==> src/rtl/pipe_stage_reg.sv <==
// Parametrised pipeline stage register with valid/ready handshake and flush.
// Define PIPE_REG_SKID_EN to add a skid entry and a registered in_ready.
module pipe_stage_reg #(
    parameter int WIDTH = 64,
    parameter int CNT_W = 16
) (
    input  logic             clk,
    input  logic             reset,
    input  logic             flush,
    input  logic             in_valid,
    output logic             in_ready,
    input  logic [WIDTH-1:0] in_data,
    output logic             out_valid,
    input  logic             out_ready,
    output logic [WIDTH-1:0] out_data,
    output logic [1:0]       occupancy,
    output logic [CNT_W-1:0] stall_cnt
);

    localparam logic [CNT_W-1:0] CNT_MAX = {CNT_W{1'b1}};

    logic             main_v_q, main_v_d;
    logic [WIDTH-1:0] main_d_q, main_d_d;
    logic [CNT_W-1:0] stall_q, stall_d;
    logic             accept;
    logic             fire;

    assign out_valid = main_v_q;
    assign out_data  = main_d_q;
    assign stall_cnt = stall_q;
    assign accept    = in_valid && in_ready;
    assign fire      = out_valid && out_ready;

`ifdef PIPE_REG_SKID_EN
    logic             skid_v_q, skid_v_d;
    logic [WIDTH-1:0] skid_d_q, skid_d_d;

    // Ready comes from registers only; the skid entry absorbs the
    // in-flight beat when out_ready falls.
    assign in_ready  = !skid_v_q && !flush;
    assign occupancy = {1'b0, main_v_q} + {1'b0, skid_v_q};

    always_comb begin
        main_v_d = main_v_q;
        main_d_d = main_d_q;
        skid_v_d = skid_v_q;
        skid_d_d = skid_d_q;
        if (flush) begin
            main_v_d = 1'b0;
            main_d_d = '0;
            skid_v_d = 1'b0;
            skid_d_d = '0;
        end else if (!main_v_q) begin
            if (accept) begin
                main_v_d = 1'b1;
                main_d_d = in_data;
            end
        end else if (fire) begin
            if (skid_v_q) begin
                main_d_d = skid_d_q;
                skid_v_d = 1'b0;
            end else if (accept) begin
                main_d_d = in_data;
            end else begin
                main_v_d = 1'b0;
            end
        end else if (accept) begin
            skid_v_d = 1'b1;
            skid_d_d = in_data;
        end
    end

    always_ff @(posedge clk) begin
        if (reset) begin
            skid_v_q <= 1'b0;
            skid_d_q <= '0;
        end else begin
            skid_v_q <= skid_v_d;
            skid_d_q <= skid_d_d;
        end
    end
`else
    assign in_ready  = (!main_v_q || out_ready) && !flush;
    assign occupancy = {1'b0, main_v_q};

    always_comb begin
        main_v_d = main_v_q;
        main_d_d = main_d_q;
        if (flush) begin
            main_v_d = 1'b0;
            main_d_d = '0;
        end else if (accept) begin
            main_v_d = 1'b1;
            main_d_d = in_data;
        end else if (fire) begin
            main_v_d = 1'b0;
        end
    end
`endif

    // Flush does not clear the counter; only reset does.
    always_comb begin
        stall_d = stall_q;
        if (out_valid && !out_ready && !flush && stall_q != CNT_MAX) begin
            stall_d = stall_q + 1'b1;
        end
    end

    always_ff @(posedge clk) begin
        if (reset) begin
            main_v_q <= 1'b0;
            main_d_q <= '0;
            stall_q  <= '0;
        end else begin
            main_v_q <= main_v_d;
            main_d_q <= main_d_d;
            stall_q  <= stall_d;
        end
    end

endmodule

==> config.mk <==
export PLATFORM = sky130hd
export DESIGN_NAME = pipe_stage_reg
export DESIGN_NICKNAME = d
export VERILOG_FILES = /design/src/rtl/pipe_stage_reg.sv
export SDC_FILE = /design/constraint.sdc
export NUM_CORES = 1
export LEC_CHECK = 0
export CORE_UTILIZATION = 40
export DETAILED_ROUTE_END_ITERATION = 10
export PLACE_DENSITY = 0.8
export SYNTH_ARGS = -nofsm -noshare
export SYNTH_HDL_FRONTEND = slang
export SYNTH_SLANG_ARGS = --single-unit
==> constraint.sdc <==
create_clock -name clk -period 2.1 [get_ports clk]
set_input_delay 0.21 -clock clk [delete_from_list [all_inputs] [get_ports clk]]
set_output_delay 0.21 -clock clk [all_outputs]
set_load 0.01 [all_outputs]
==> results.toml <==
[floorplanning]
row_count = 31
coreArea_um2 = 7370
fp.dieW_um = 89.9
dieHeight_um = 89.9
io_pins = 153
initial_core_util = 0.420
dieArea_um2 = 8090

[setup_path]
crit_type = "input pin to output port"
worst_setup_path_end_kind = "output port"
path_cells = "clkdlybuf4s50_1, and2b_2, nor2_1, clkdlybuf4s50_1"
required_ns = 1.89
critPathArrivalTime_ns = 1.64
critPathBufInv = 2
cpPeakStageDelay_ns = 0.55
crit_path_frequent_cell = "clkdlybuf4s50_1"
cp_max_fo = 3
critPathLaunchType = "input pin"
critPathTopFamily = "buffers and inverters"
slowest_stage = "clkdlybuf4s50_1"

[synthesis]
avgSynthCellArea_um2 = 8.01
netlist_area_um2 = 3090
yosys-top-cells-area = "dfxtp_1 52%, nand2_1 17%, a21oi_1 12%, clkbuf_1 2.3%, mux2_1 1.5%"
synth_edf_count = 0
synthCells = 386
yosys_warnings = 0
synthArstFlopShare = 0
yosysMostFrequentCell = "nand2_1"
synth.largest_area_cell = "dfxtp_1"
postSynth.topFlopCell = "dfxtp_1"
synth_commonest_cells = "137 x nand2_1, 81 x dfxtp_1, 74 x a21oi_1"
synth_nets = 456
ys_seq_elements = 81
yosysUniqueCellTypes = 38
yosysSeqAreaShare = 0.524
netlist.area_leader.share = 0.524

[route]
dr.first_iter.drc_count = 115
routed_via_density = 4.96
ant_nets = 0
routed_wl_um = 8600
vias = 3144
wire_per_inst_um = 13.6
drc_errors = 0
drt_pre_antenna_iters = 5

[clock_network]
numClockSinks = 81
htree_levels = 3
cts-root-buf = "clkbuf_8"
clk_path_buf_depth = 2
cts_buffers = 9
cts_tree = "done"
cts-resized-gates = 0
clk_latency_ns = 0.34
holdBufCountCts = 0
cts_setup_buffers = 0
clkTransAtPathRegs_ns = 0.08

[final_layout]
utilization = 0.667
fin_cells = 634
syn_to_final_growth_pct = 58.9
layout-drive-gt1-share = 0.0617
fill_cells = 634
diodes = 0
nets = 601
final_area_um2 = 4910

[timing]
setup_viol = 0
max_freq_ghz = 0.540
fin_crit_sh = 0.882
hold_viol_final = 0
setup_tns_ns = 0
skew_ns = 0.0106
drv_slew = 0
fin_crit_ns = 1.85
rsz0062_at_grt = "false"

[power_and_ir_drop]
seqPwrFrac = 0.517
p_leak_nw = 1.72
power.switching_w = 0.000685
p_int_w = 0.00236
p_comb_frac = 0.112
clkPwrFrac = 0.371
swShare = 0.225
power_density_nw_per_um2 = 621
report.power.total_w = 0.00305
ir_drop_uv = 412

[global_route]
grt.overflow.total = 0
grt_pass1_wl_um = 14000
grt_antenna_before_repair = 0
grt_max_degree = 66
grt_usage = 0.215
first_global_vias = 2925

[placed_design]
gp_congestion = 0.811
dpl.hpwl_um = 5950
dp_cells = 619
dpl_cell_area_um2 = 4720
io_buffers = 151

[run]
max_cap_violations = 0

[worst_hold_path]
min_path_type = "input pin to register"

[outcome]
status = "completed"
worst register-to-register path, delay by kind of cell, from the launching register on:
family	cells	cell delay (ns)
AOI/OAI and AO/OA	1	0.14
DFF	1	0.44
and+or+nand+nor	3	1.12
power groups by stage:
stage	Combinational, W	Clock, W	Sequential [W]
after floorplan	0.000108	0	0.00163
after global placement	0.000338	0	0.00161
after detailed placement	0.000342	0	0.00161
after CTS	0.000344	0.00118	0.00158
after global routing	0.000373	0.00123	0.00158
final	0.000341	0.00113	0.00158
state kept, by name (all words and copies together), names as in the netlist:
register,flops
out_data,64
stall_cnt,16
out_valid,1
through the flow:
step	worst slack, ns	hold WS, ns
after floorplan	0.471	0.330
after global placement	0.153	0.441
after detailed placement	0.110	0.446
after CTS	0.251	0.385
after global routing	0.206	0.399
final	0.247	0.410
final timing paths:
kind | start | end | slack, ns | depth (start not counted)
min reg2reg | out_data[46]$_SDFFE_PP0P_ | out_data[46]$_SDFFE_PP0P_ | 0.45 | 2
max | out_ready | in_ready | 0.25 | 4
min | in_data[17] | out_data[17]$_SDFFE_PP0P_ | 0.41 | 3
max reg2reg | out_valid$_SDFFE_PP0P_ | stall_cnt[13]$_SDFFE_PP0P_ | 0.34 | 4
placed cells by master (no fill, tap or decap), types with 2 or more instances in the layout:
master and n:
a21oi_1 74, nand3_1 3, clkbuf_8 11, buf_12 2, buf_4 6, nor2b_1 3, nor3_1 2, nand2_1 136
dfxtp_1 81, mux2_1 4, nand4_1 2, inv_1 5, nand4_2 3, clkinv_2 2, or4_1 4, o41ai_1 4
o21ai_0 3, clkdlybuf4s50_1 151, or3_1 2, o31ai_1 2, a211oi_1 2, nor2_1 11
layer usage:
layer  up-vias  GRT usage  wire length (um)
met1      1448      0.258              3610
met2       119      0.359              4270
met3         8     0.0711               652
met5         -          0                 0
met4         0     0.0806                70
li1       1569          -                 -
logic make-up (layout without fill, tap and decap cells):
| family | after synthesis | count (layout) | share of synthesized area |
|---|---|---|---|
| AOI/OAI and AO/OA | 89 | 89 | 0.157 |
| adders and majority gates | 1 | 1 | 0.00404 |
| buffers and inverters | 30 | 179 | 0.0392 |
| DFF | 81 | 81 | 0.524 |
| muxes | 5 | 5 | 0.0178 |
| other | 1 | 1 | 0.00121 |
| and+or+nand+nor | 179 | 179 | 0.256 |
area by class of cell:
class	count	area (um2)	share of cell area
Tap cell	99	124	0.0252
Clock buffer	12	155	0.0316
Inverter	5	18.8	0.00382
Timing Repair Buffer	159	1600	0.325
Clock inverter	3	40.0	0.00815
Sequential cell	81	1620	0.330
Multi-Input combinational cell	275	1360	0.276
No activity file was read; power rests on OpenSTA's default activity.
